$ cat src/rtl/iserdes_bitslip_deser_pkg.sv
// Shared constants and helpers for the bit-slip deserializer.
// The counter width is derived here so the top and any bench agree.
package iserdes_bitslip_deser_pkg;

   localparam int DATA_WIDTH_MIN = 2;
   localparam int DATA_WIDTH_MAX = 8;

   // Width of the in-word bit counter; it counts 0..width-1.
   function automatic int cnt_width(input int width);
      return (width < 2) ? 1 : $clog2(width);
   endfunction

endpackage

$ cat src/rtl/iserdes_bitslip_deser_if.sv
// Serial-in / word-out bundle of the deserializer.
// The master drives the serial side; the slave (the deserializer) returns words.
interface iserdes_bitslip_deser_if #(
   parameter int DATA_WIDTH = 4
);
   logic                  ce;
   logic                  d;
   logic                  bitslip;
   logic                  o;
   logic [DATA_WIDTH-1:0] q;
   logic                  q_valid;

   modport master (output ce, d, bitslip, input o, q, q_valid);
   modport slave  (input ce, d, bitslip, output o, q, q_valid);
endinterface

$ cat src/rtl/iserdes_bitslip_deser_edge_det.sv
// Rising-edge detector for the bitslip request line.
// History updates every cycle regardless of clock enable, so an edge seen while disabled is consumed.
module bitslip_edge_det (
   input  logic clk,
   input  logic rst,
   input  logic bitslip,
   output logic slip_req
);

   logic bs_q;

   always_ff @(posedge clk) begin
      if (rst) begin
         bs_q <= 1'b0;
      end else begin
         bs_q <= bitslip;
      end
   end

   assign slip_req = bitslip & ~bs_q;

endmodule

$ cat src/rtl/iserdes_bitslip_deser.sv
// Serial-to-parallel deserializer with bit-slip word alignment.
// A slip cycle still shifts d in but holds the bit counter, pushing word boundaries one bit later.
module iserdes_bitslip_deser
   import iserdes_bitslip_deser_pkg::*;
#(
   parameter int DATA_WIDTH = 4
) (
   input  logic                   clk,
   input  logic                   rst,
   iserdes_bitslip_deser_if.slave bus
);

   localparam int              CNT_W   = cnt_width(DATA_WIDTH);
   localparam logic [CNT_W-1:0] CNT_MAX = CNT_W'(DATA_WIDTH - 1);

   logic [DATA_WIDTH-1:0] sr;
   logic [DATA_WIDTH-1:0] q;
   logic [DATA_WIDTH-1:0] sr_next;
   logic [CNT_W-1:0]      cnt;
   logic                  q_valid;
   logic                  slip_req;

   bitslip_edge_det u_edge_det (
      .clk      (clk),
      .rst      (rst),
      .bitslip  (bus.bitslip),
      .slip_req (slip_req)
   );

   // Newest bit enters at the LSB so the first-received bit ends up at the MSB.
   assign sr_next = {sr[DATA_WIDTH-2:0], bus.d};

   always_ff @(posedge clk) begin
      if (rst) begin
         sr      <= '0;
         cnt     <= '0;
         q       <= '0;
         q_valid <= 1'b0;
      end else begin
         q_valid <= 1'b0;
         if (bus.ce) begin
            sr <= sr_next;
            if (!slip_req) begin
               if (cnt == CNT_MAX) begin
                  q       <= sr_next;
                  q_valid <= 1'b1;
                  cnt     <= '0;
               end else begin
                  cnt <= cnt + 1'b1;
               end
            end
         end
      end
   end

   assign bus.q       = q;
   assign bus.q_valid = q_valid;
   assign bus.o       = bus.d;

endmodule

$ cat src/flat_wrapper.sv
// flat-port wrapper written by rule: the top's interface ports become plain ports
module iserdes_bitslip_deser_flat import iserdes_bitslip_deser_pkg::*;
#(
   parameter int DATA_WIDTH = 4
)
  (clk, rst, bus_ce, bus_d, bus_bitslip, bus_o, bus_q, bus_q_valid);
  iserdes_bitslip_deser_if #(.DATA_WIDTH(DATA_WIDTH)) bus_i ();
  input  logic clk;
  input  logic rst;
  input wire logic [$bits(bus_i.ce)-1:0] bus_ce;
  input wire logic [$bits(bus_i.d)-1:0] bus_d;
  input wire logic [$bits(bus_i.bitslip)-1:0] bus_bitslip;
  output wire logic [$bits(bus_i.o)-1:0] bus_o;
  output wire logic [$bits(bus_i.q)-1:0] bus_q;
  output wire logic [$bits(bus_i.q_valid)-1:0] bus_q_valid;
  assign bus_i.ce = bus_ce;
  assign bus_i.d = bus_d;
  assign bus_i.bitslip = bus_bitslip;
  assign bus_o = bus_i.o;
  assign bus_q = bus_i.q;
  assign bus_q_valid = bus_i.q_valid;
  iserdes_bitslip_deser #(.DATA_WIDTH(DATA_WIDTH)) u_core (.clk(clk), .rst(rst), .bus(bus_i));
endmodule
$ cat config.mk
export PLATFORM = sky130hd
export DESIGN_NAME = iserdes_bitslip_deser_flat
export DESIGN_NICKNAME = d
export VERILOG_FILES = /design/src/rtl/iserdes_bitslip_deser_pkg.sv /design/src/rtl/iserdes_bitslip_deser_if.sv /design/src/rtl/iserdes_bitslip_deser_edge_det.sv /design/src/rtl/iserdes_bitslip_deser.sv /design/src/flat_wrapper.sv
export SDC_FILE = /design/constraint.sdc
export NUM_CORES = 1
export LEC_CHECK = 0
export BUFFER_PORTS_ARGS = -buffer_cell sky130_fd_sc_hd__buf_2
export CAP_MARGIN = 5
export CORE_AREA = 2 2 39 41
export CTS_CLUSTER_DIAMETER = 40
export DETAILED_ROUTE_END_ITERATION = 8
export DIE_AREA = 0 0 41 43
export PLACE_DENSITY_LB_ADDON = 0.15
export SYNTH_ARGS = -nofsm -noshare
export SYNTH_HDL_FRONTEND = slang
export SYNTH_SLANG_ARGS = --single-unit
$ cat constraint.sdc
create_clock -name clk -period 2.7 [get_ports clk]
set_input_delay 0.27 -clock clk [delete_from_list [all_inputs] [get_ports clk]]
set_output_delay 0.27 -clock clk [all_outputs]
set_load 0.01 [all_outputs]
==> run summary <==
Crit path largest cell delay: 350 ps
area leader, netlist: dfxtp_1
reg2reg setup slack: 1690 ps
Post-route DRC: 0
vias in the first global route: 291
vias post-DR: 312
Cell Area, Synth: 478.0 um2
FF-to-FF Start: u_core.cnt[0]$_SDFFE_PP0P_
Worst-path clk slew: 70 ps
Post-Syn Nets: 51
Mapped Avg Cell Area: 10.62 um2
Final Max Tran Viols: 0
Post-CTS Setup Inserts: 0
IO Count: 11
Post-Synthesis Cells: 45
Power Dens Cells: 566.8 nW/um2
WP data required: 2900 ps
max-cap violations: 0
reg-to-reg endpoint: u_core.bus.q[3]$_SDFFE_PP0P_
Hold Fails Final Rpt: 0
Yosys warning count: 0
startpoint types: register
initial DRC count: 5
core box area: 1384 um2
share of cells above drive strength 1: 27.27%
min-delay worst type: in -> reg
post-DR vias/cell: 4.394
sequential fraction of the synthesis area: 46.07%
setup violators final: 0
DIE AREA: 1763 um2
RSZ-0062 raised after global routing: no
Max FO, Critical Path: 5
fmax: 988.4 MHz
distinct cell type count after synthesis: 16
post-CTS sizing: 0
Port Buf Inserts: 10
Pre-antenna DRT Iters: 4
area grow syn2layout: 13.61%
WP data arrival: 1210 ps
Synth top area share: 46.07%
Bufs on Longest Clock Path: 2
Antenna Violating Nets Remaining: 0
Final Skew: 1.065 ps
Worst VDD drop: 0.2612 mV
TritonCTS clock tree: built
hold_buf cts: 0
largest cells by area after synthesis: dfxtp_1 (46%), mux2i_1 (15%), nand2b_1 (12%), buf_4 (3.1%), nand2b_4 (2.9%)
min-delay src: bus_bitslip
ANT cells: 0
FF+latch count, synth: 11
Final TNS setup: 0 ps
Skew-Pair Late Insertion Delay: 270 ps
worst reg2reg path depth: 3
crit path kind: reg -> reg
CTS Buf Count: 3
die height: 43 um
antenna violations before repair: 0
gr usage total: 11.13%
Routed WL: 739 um
run status: finished, final reports clean
global-route wire length before repair: 1248 um
largest net degree at the start of global routing: 17
Initial Utilization: 34.54%
Slew headroom: 85.22%
GP Congestion: 0.6594
Endpoint, Worst Hold: u_core.u_edge_det.bs_q$_SDFF_PP0_
clk sinks: 11
CTS Root Cell: clkbuf_4
minimum clock period: 1012 ps
final net count: 62
hold slack: 261.9 ps
critical path's slowest cell: dfxtp_1
total grt overflow: 0
H-tree depth: 1
Leak: 0.0002312 uW
wire per inst: 10.41 um
Die X-Extent: 41 um
Period Utilization, post-route: 37.47%
Worst Tran Pin Value: 221.6 ps
Cell Rows: 14
WHS Path Cells: 2
critical-path cell list: ha_1, and3_4, mux2i_1
crit end category: register
-- worst max-delay path: cells and delay by family (launching register included) --
kind | cells | cell delay [ps]
flip-flops | 1 | 350
AND/OR/NAND/NOR | 1 | 230
adder cells (fa/ha/maj) | 1 | 180
multiplexers | 1 | 180
-- layer usage --
metal / GRT usage, % / vias to the layer above / wire length [um] / part of all wire [%]
li1: - / 168 / - / -
met1: 14.85 / 134 / 345 / 47
met2: 13.75 / 8 / 330 / 45
met3: 4.712 / 2 / 47 / 6.4
met4: 8.000 / 0 / 15 / 2.0
met5: 0 / - / 0 / 0
-- how the worst max path moves through the flow --
stage | from | to | slack, ps | cells after the start
2_1_floorplan | u_core.cnt[0]$_SDFFE_PP0P_ | u_core.bus.q_valid$_SDFF_PP0_ | 1690 | 4
3_3_place_gp | u_core.cnt[0]$_SDFFE_PP0P_ | u_core.bus.q[3]$_SDFFE_PP0P_ | 1710 | 3
3_5_place_dp | u_core.cnt[0]$_SDFFE_PP0P_ | u_core.bus.q[3]$_SDFFE_PP0P_ | 1690 | 3
4_1_cts | u_core.cnt[0]$_SDFFE_PP0P_ | u_core.bus.q[3]$_SDFFE_PP0P_ | 1670 | 3
5_1_grt | u_core.cnt[0]$_SDFFE_PP0P_ | u_core.bus.q[3]$_SDFFE_PP0P_ | 1580 | 3
6_report | u_core.cnt[0]$_SDFFE_PP0P_ | u_core.bus.q[3]$_SDFFE_PP0P_ | 1690 | 3
-- kinds of logic (layout without fill, tap and decap cells) --
| logic type | after synthesis | in the layout | synth area share [%] |
|---|---|---|---|
| flip-flops | 11 | 11 | 46.07 |
| AO/OA/AOI/OAI | 4 | 4 | 6.021 |
| adder cells (fa/ha/maj) | 1 | 1 | 2.617 |
| buffers and inverters | 4 | 14 | 6.542 |
| multiplexers | 7 | 7 | 14.66 |
| AND/OR/NAND/NOR | 18 | 18 | 24.08 |
-- flip-flops by register name (all words and copies together) (netlist names) --
register,cells
u_core.u_edge_det.bs_q,1
u_core.bus.q_valid,1
u_core.sr,3
u_core.cnt,2
u_core.bus.q,4
-- layout make-up --
class	instances	area, um2
clock buffer	4	26.28
fill	153	840.8
multi-input combinational	30	226.5
sequential	11	220.2
tap	16	20.02
timing repair buffer	10	50.05
-- cell usage in the layout, fill, tap and decap left out, drive strengths merged --
cell,count
and3,1
nor2b,2
nor3,1
nand3,1
ha,1
dfxtp,11
a21oi,2
nand2b,10
a31o,1
mux2i,7
nor2,3
a21bo,1
clkbuf,4
buf,10
-- power by group --
| part | total [uW] | leakage [uW] | switching [uW] | internal (uW) |
|---|---|---|---|---|
| registers | 170 | 0.0000894 | 2.77 | 167 |
| clock network | 114 | 0.0000150 | 56.9 | 57.3 |
| logic | 24.1 | 0.000127 | 11.8 | 12.3 |
| total | 308 | 0.000231 | 71.5 | 236 |
-- synthesized netlist by cell type, drive strengths merged --
cell,number
and3,1
ha,1
dfxtp,11
nor3,1
a21bo,1
nand2b,10
nor2,3
a31o,1
mux2i,7
buf,4
nand3,1
nor2b,2
a21oi,2
-- per-stage QoR --
step                      setup slack, ps  cell area, um2  total power (uW)  std cells  utilization, %
after floorplan                      1690           478.0             192.1         45               -
after global placement               1705           516.7             197.7         67           37.34
after detailed placement             1688           516.7             198.0         67           37.34
after CTS                            1668           543.0             312.9         71           39.24
after global routing                 1581           543.0             324.8         71           39.24
final                                1688           543.0             307.8         71           39.24
Note: power is estimated with default switching activity, not from simulation.
